==> config.mk <==
export PLATFORM = sky130hd
export DESIGN_NAME = mux_nto1_pipe
export DESIGN_NICKNAME = d
export VERILOG_FILES = /design/src/rtl/mux_nto1_pipe.sv
export SDC_FILE = /design/constraint.sdc
export NUM_CORES = 1
export LEC_CHECK = 0
export BUFFER_PORTS_ARGS = -buffer_cell sky130_fd_sc_hd__buf_2
export CORE_UTILIZATION = 40
export CTS_CLUSTER_DIAMETER = 50
export DETAILED_ROUTE_END_ITERATION = 6
export GPL_ROUTABILITY_DRIVEN = 0
export PLACE_DENSITY = 0.8
export SYNTH_ARGS = -nofsm -noshare
export SYNTH_HDL_FRONTEND = slang
export SYNTH_SLANG_ARGS = --single-unit
export TNS_END_PERCENT = 1
==> constraint.sdc <==
create_clock -name clk_i -period 2.5 [get_ports clk_i]
set_clock_uncertainty 0.2 [all_clocks]
set_input_delay 0.5 -clock clk_i [delete_from_list [all_inputs] [get_ports clk_i]]
set_output_delay 0.5 -clock clk_i [all_outputs]
set_load 0.01 [all_outputs]
==> src/rtl/mux_nto1_pipe.sv <==
// mux_nto1_pipe: N-way data selector feeding a two-entry elastic buffer (head + skid).
// Optional parity tracking alongside the data is enabled by defining MUX_NTO1_PIPE_PARITY_EN.
module mux_nto1_pipe #(
  parameter int size = 32,
  parameter int ways = 4,
  localparam int sel_w = $clog2(ways)
) (
  input  logic                 clk_i,
  input  logic                 rst_i,
  input  logic [ways*size-1:0] data_i,
  input  logic [sel_w-1:0]     select_i,
  input  logic                 valid_i,
  output logic                 ready_o,
  output logic [size-1:0]      data_o,
  output logic                 valid_o,
  input  logic                 ready_i,
  input  logic                 flush_i,
  output logic                 sel_err_o
`ifdef MUX_NTO1_PIPE_PARITY_EN
  ,
  output logic                 parity_o
`endif
);

  typedef enum logic [1:0] {
    ST_EMPTY = 2'd0,
    ST_ONE   = 2'd1,
    ST_FULL  = 2'd2
  } state_t;

  state_t          state_q, state_d;
  logic [size-1:0] head_q, head_d;
  logic [size-1:0] skid_q, skid_d;
  logic            sel_err_q, sel_err_d;

  logic            accept_s;
  logic            drain_s;
  logic            sel_ok_s;
  logic [size-1:0] entry_s;
  logic            load_head_s;
  logic            load_skid_s;
  logic            move_skid_s;

  // Out-of-range indices fall through every comparison and yield zero.
  function automatic logic [size-1:0] pick_way(input logic [ways*size-1:0] d,
                                               input logic [sel_w-1:0]     s);
    logic [size-1:0] r;
    r = {size{1'b0}};
    for (int k = 0; k < ways; k++) begin
      r = (s == sel_w'(k)) ? d[k*size +: size] : r;
    end
    return r;
  endfunction

  function automatic logic even_parity(input logic [size-1:0] d);
    return ^d;
  endfunction

  assign sel_ok_s = ({1'b0, select_i} < (sel_w + 1)'(ways));
  assign entry_s  = pick_way(data_i, select_i);
  assign accept_s = valid_i & ready_o;
  assign drain_s  = valid_o & ready_i;
  assign data_o   = head_q;
  assign sel_err_o = sel_err_q;

  // Occupancy state register.
  always_ff @(posedge clk_i) begin
    if (!rst_i) begin
      state_q <= ST_EMPTY;
    end else begin
      state_q <= state_d;
    end
  end

  // Next occupancy; flush empties the buffer regardless of handshakes.
  always_comb begin
    state_d = state_q;
    if (flush_i) begin
      state_d = ST_EMPTY;
    end else begin
      case (state_q)
        ST_EMPTY: state_d = accept_s ? ST_ONE : ST_EMPTY;
        ST_ONE: begin
          if (accept_s && !drain_s) begin
            state_d = ST_FULL;
          end else if (!accept_s && drain_s) begin
            state_d = ST_EMPTY;
          end else begin
            state_d = ST_ONE;
          end
        end
        ST_FULL:  state_d = drain_s ? ST_ONE : ST_FULL;
        default:  state_d = ST_EMPTY;
      endcase
    end
  end

  // Handshake outputs and datapath steering, all decoded from registered state.
  always_comb begin
    ready_o     = (state_q != ST_FULL);
    valid_o     = (state_q != ST_EMPTY);
    load_head_s = 1'b0;
    load_skid_s = 1'b0;
    move_skid_s = 1'b0;
    if (flush_i) begin
      load_head_s = 1'b0;
    end else begin
      case (state_q)
        ST_EMPTY: load_head_s = accept_s;
        ST_ONE: begin
          load_head_s = accept_s & drain_s;
          load_skid_s = accept_s & ~drain_s;
        end
        ST_FULL:  move_skid_s = drain_s;
        default:  load_head_s = 1'b0;
      endcase
    end
  end

  // Next values for head, skid and the sticky select error.
  always_comb begin
    head_d    = head_q;
    skid_d    = skid_q;
    sel_err_d = sel_err_q | (accept_s & ~sel_ok_s);
    if (load_head_s) begin
      head_d = entry_s;
    end else if (move_skid_s) begin
      head_d = skid_q;
    end else begin
      head_d = head_q;
    end
    if (load_skid_s) begin
      skid_d = entry_s;
    end else begin
      skid_d = skid_q;
    end
  end

  // Data and error registers.
  always_ff @(posedge clk_i) begin
    if (!rst_i) begin
      head_q    <= {size{1'b0}};
      skid_q    <= {size{1'b0}};
      sel_err_q <= 1'b0;
    end else begin
      head_q    <= head_d;
      skid_q    <= skid_d;
      sel_err_q <= sel_err_d;
    end
  end

`ifdef MUX_NTO1_PIPE_PARITY_EN
  logic head_par_q, head_par_d;
  logic skid_par_q, skid_par_d;

  // Parity bits travel with their entries through the same steering.
  always_comb begin
    head_par_d = head_par_q;
    skid_par_d = skid_par_q;
    if (load_head_s) begin
      head_par_d = even_parity(entry_s);
    end else if (move_skid_s) begin
      head_par_d = skid_par_q;
    end else begin
      head_par_d = head_par_q;
    end
    if (load_skid_s) begin
      skid_par_d = even_parity(entry_s);
    end else begin
      skid_par_d = skid_par_q;
    end
  end

  // Parity registers.
  always_ff @(posedge clk_i) begin
    if (!rst_i) begin
      head_par_q <= 1'b0;
      skid_par_q <= 1'b0;
    end else begin
      head_par_q <= head_par_d;
      skid_par_q <= skid_par_d;
    end
  end

  assign parity_o = valid_o & head_par_q;
`endif

endmodule
==> flow_summary.toml <==
[routing]
drt_iter0_drc = 322
ant_nets = 0
drc_errors = 0
wl_per_cell_um = 17.8
vias = 3815
drt_wl_total_um = 11500
vias_per_cell = 5.91
dr.pass1.iters = 5

[global_route]
first_global_vias = 3723
grt_pass1_wl_um = 18300
grt_overflow = 0
antenna_found_initial = 0
grt_max_degree = 54
grt.total_usage = 0.239

[run_status]
outcome = "completed"

[synth]
synth_fp_nets = 523
synth_seq_area_share = 0.349
synth.largest_area_cell = "dfxtp_1"
netlist_instances = 386
syn_avg_cell_area_um2 = 9.82
netlist.area_leader.share = 0.349
ys_seq_elements = 66
synth_area_leaders = "dfxtp_1 (35%), mux4_2 (11%), mux4_1 (9.0%)"
syn-cell-area_mm2 = 0.00379
yosysWarnings = 0
yosysUniqueCellTypes = 40

[sta]
tightest_slew_ns = 0.649
setup_viol = 0
rsz0062_at_grt = "true"
postLayoutSetupSlackWorst_ns = 0.0683
min_period_ns = 2.43
period_share = 0.973
hold_slack_ns = 0.254
slew_headroom = 0.566
maxClockFrequency_mhz = 411
maxSlewViolCount = 0
finalHoldViolCount = 0

[clocking]
h-tree-depth = 3
cts_root_buf = "clkbuf_8"
clk-insertion-delay-late_ns = 0.33
cts_tree = "yes"
path_clk_slew_ns = 0.07
postCtsSetupBuffers = 0
postCtsHoldBufs = 0
ctsResizeCount = 0
cts_buffers = 9
cts.sinks = 66
clockBufferDepth = 2

[setup_path]
cp.arrival_ns = 2.41
path_buf_inv = 0
crit_slowest_cell = "mux2_8"
worstPathMaxFanout = 53
r2r-end = "data_o[9]$_SDFFE_PN0P_"
end_kind = "flip-flop"
r2r_slack_ns = 0.07
crit_chain = "or2_2 -> and2_1 -> ha_1 -> mux2_8 -> a211oi_1 -> a311oi_1"
cp_top_family = "simple AND/OR/NAND/NOR gates"
max_stage_delay_ns = 0.46
ff2ff_path_depth = 6
critPathKind = "reg2reg"
cp-start-kind = "flip-flop"
required_ns = 2.48
r2r_start = "state_q[0]$_SDFF_PP0_"

[floorplanning]
core_mm2 = 0.00920
die_y_um = 99.3
design.die.area_mm2 = 0.00986
row_count = 35
ioPinCount = 170
initial_utilization = 0.412
dieWidth_um = 99.3

[layout]
fillerInstances = 833
postLayoutCellArea_mm2 = 0.00488
drive_gt1_frac = 0.427
antenna_cells = 0
synthToLayoutAreaGrowth_pct = 28.7
layout.nets = 666
final_util = 0.530

[run]
cap_violations = 0

[place]
place_ws_ns = 0.0323
dpl.hpwl_um = 8090
place.port_buffers = 168
place_area_mm2 = 0.00467

[hold_path]
hp-class = "reg2reg"
holdPathEnd = "skid_q[2]$_SDFFE_PN0P_"
hold-path-cell-count = 2
min_from = "skid_q[2]$_SDFFE_PN0P_"

[power]
leakage_nw = 1.92
p_per_area_mw_per_mm2 = 496
ir_worst_vdd_v = 0.000288
p_total_mw = 2.42
==> cells in the mapped netlist <==
master / count
conb_1: 1
o211ai_1: 11
clkbuf_1: 15
mux2_4: 1
nand4bb_1: 2
buf_6: 5
inv_1: 3
or2_1: 1
o21ai_0: 20
buf_2: 20
buf_12: 1
mux2i_4: 1
a311oi_1: 19
or2_2: 1
buf_1: 1
nand2_1: 65
dfxtp_1: 66
nor3b_1: 1
buf_8: 1
o22a_1: 1
a32oi_1: 10
nor4bb_1: 2
a31oi_1: 1
nand2b_1: 2
a21oi_1: 42
a211oi_1: 21
buf_4: 3
clkbuf_2: 2
and2_1: 2
o22ai_1: 1
a311oi_2: 2
mux4_1: 13
nand3_1: 22
nor2_2: 1
ha_1: 2
mux2i_1: 1
o21ai_1: 2
mux4_2: 19
clkbuf_4: 1
nor3_1: 1
==> metrics by stage <==
| stage | TNS (ns) | cells |
|---|---|---|
| floorplan | 0 | 386 |
| global placement | 0 | 629 |
| detailed placement | 0 | 629 |
| CTS | 0 | 645 |
| global route | -0.132 | 645 |
| finish | 0 | 645 |
==> routing by layer <==
| layer | track usage | up-vias | part of all wire |
|---|---|---|---|
| met5 | 0 | - | 0 |
| met4 | 0.0894 | 0 | 0.018 |
| met3 | 0.0506 | 13 | 0.075 |
| met2 | 0.420 | 192 | 0.51 |
| met1 | 0.287 | 1831 | 0.40 |
| li1 | - | 1779 | - |
==> registers in the layout, summed over array words and instances, names as in the netlist <==
name / cells
data_o: 32
skid_q: 32
state_q: 2
==> worst register-to-register path, cell delays in order, from the launching register on <==
cell	delay, ns
dfxtp_1	0.39
or2_2	0.33
and2_1	0.19
ha_1	0.26
mux2_8	0.46
a211oi_1	0.36
a311oi_1	0.09
==> placed cells by master, fill, tap and decap left out, types with 2 or more instances in the layout <==
master      synthesis  layout
a211oi_1           21      19
a211oi_2            0       2
a21oi_1            42      42
a311oi_1           19      19
a311oi_2            2       2
a32oi_1            10      10
and2_1              2       2
buf_12              1       4
buf_2              20     168
buf_4               3       8
clkbuf_8            0      10
clkinv_2            0       3
clkinvlp_4          0       2
dfxtp_1            66      66
ha_1                2       2
inv_1               3       2
mux4_1             13      13
mux4_2             19      19
nand2_1            65      65
nand2b_1            2       2
nand3_1            22      22
nor4bb_4            0       2
o211ai_1           11      11
o21ai_0            20      20
==> power breakdown <==
part           switching [mW]  internal [mW]  total (mW)  leakage, nW
registers              0.0250           1.09        1.12        0.537
clock network           0.396          0.382       0.777       0.0851
logic                   0.263          0.260       0.523         1.30
total                   0.683           1.74        2.42         1.92
==> layout make-up <==
class                      count  area [µm²]  area share
timing repair buffer         181         996       0.204
sequential                    66        1320       0.271
clock inverter                 5        30.0     0.00616
clock buffer                  11         141      0.0290
inverter                       3        11.3     0.00231
multi-input combinational    268        2240       0.459
tap                          111         139      0.0285
==> kinds of logic after synthesis <==
kind of cell / Yosys count / share of synthesized area
AO/OA/AOI/OAI: 130 / 0.229
adder cells (fa/ha/maj): 2 / 0.00660
buffers and inverters: 52 / 0.0799
flip-flops: 66 / 0.349
multiplexers: 35 / 0.216
other: 1 / 0.000990
AND/OR/NAND/NOR: 100 / 0.120
==> worst max-delay path by stage <==
stage | start | end | slack (ns) | depth (start not counted)
2_1_floorplan | state_q[0]$_SDFF_PP0_ | data_o[29]$_SDFFE_PN0P_ | 0.22 | 8
3_3_place_gp | valid_i | data_o[29]$_SDFFE_PN0P_ | 0.12 | 6
3_5_place_dp | valid_i | data_o[29]$_SDFFE_PN0P_ | 0.03 | 6
4_1_cts | state_q[0]$_SDFF_PP0_ | data_o[9]$_SDFFE_PN0P_ | 0.01 | 6
5_1_grt | state_q[0]$_SDFF_PP0_ | data_o[9]$_SDFFE_PN0P_ | -0.02 | 6
6_report | state_q[0]$_SDFF_PP0_ | data_o[9]$_SDFFE_PN0P_ | 0.07 | 6
Note: power is estimated with default switching activity, not from simulation.
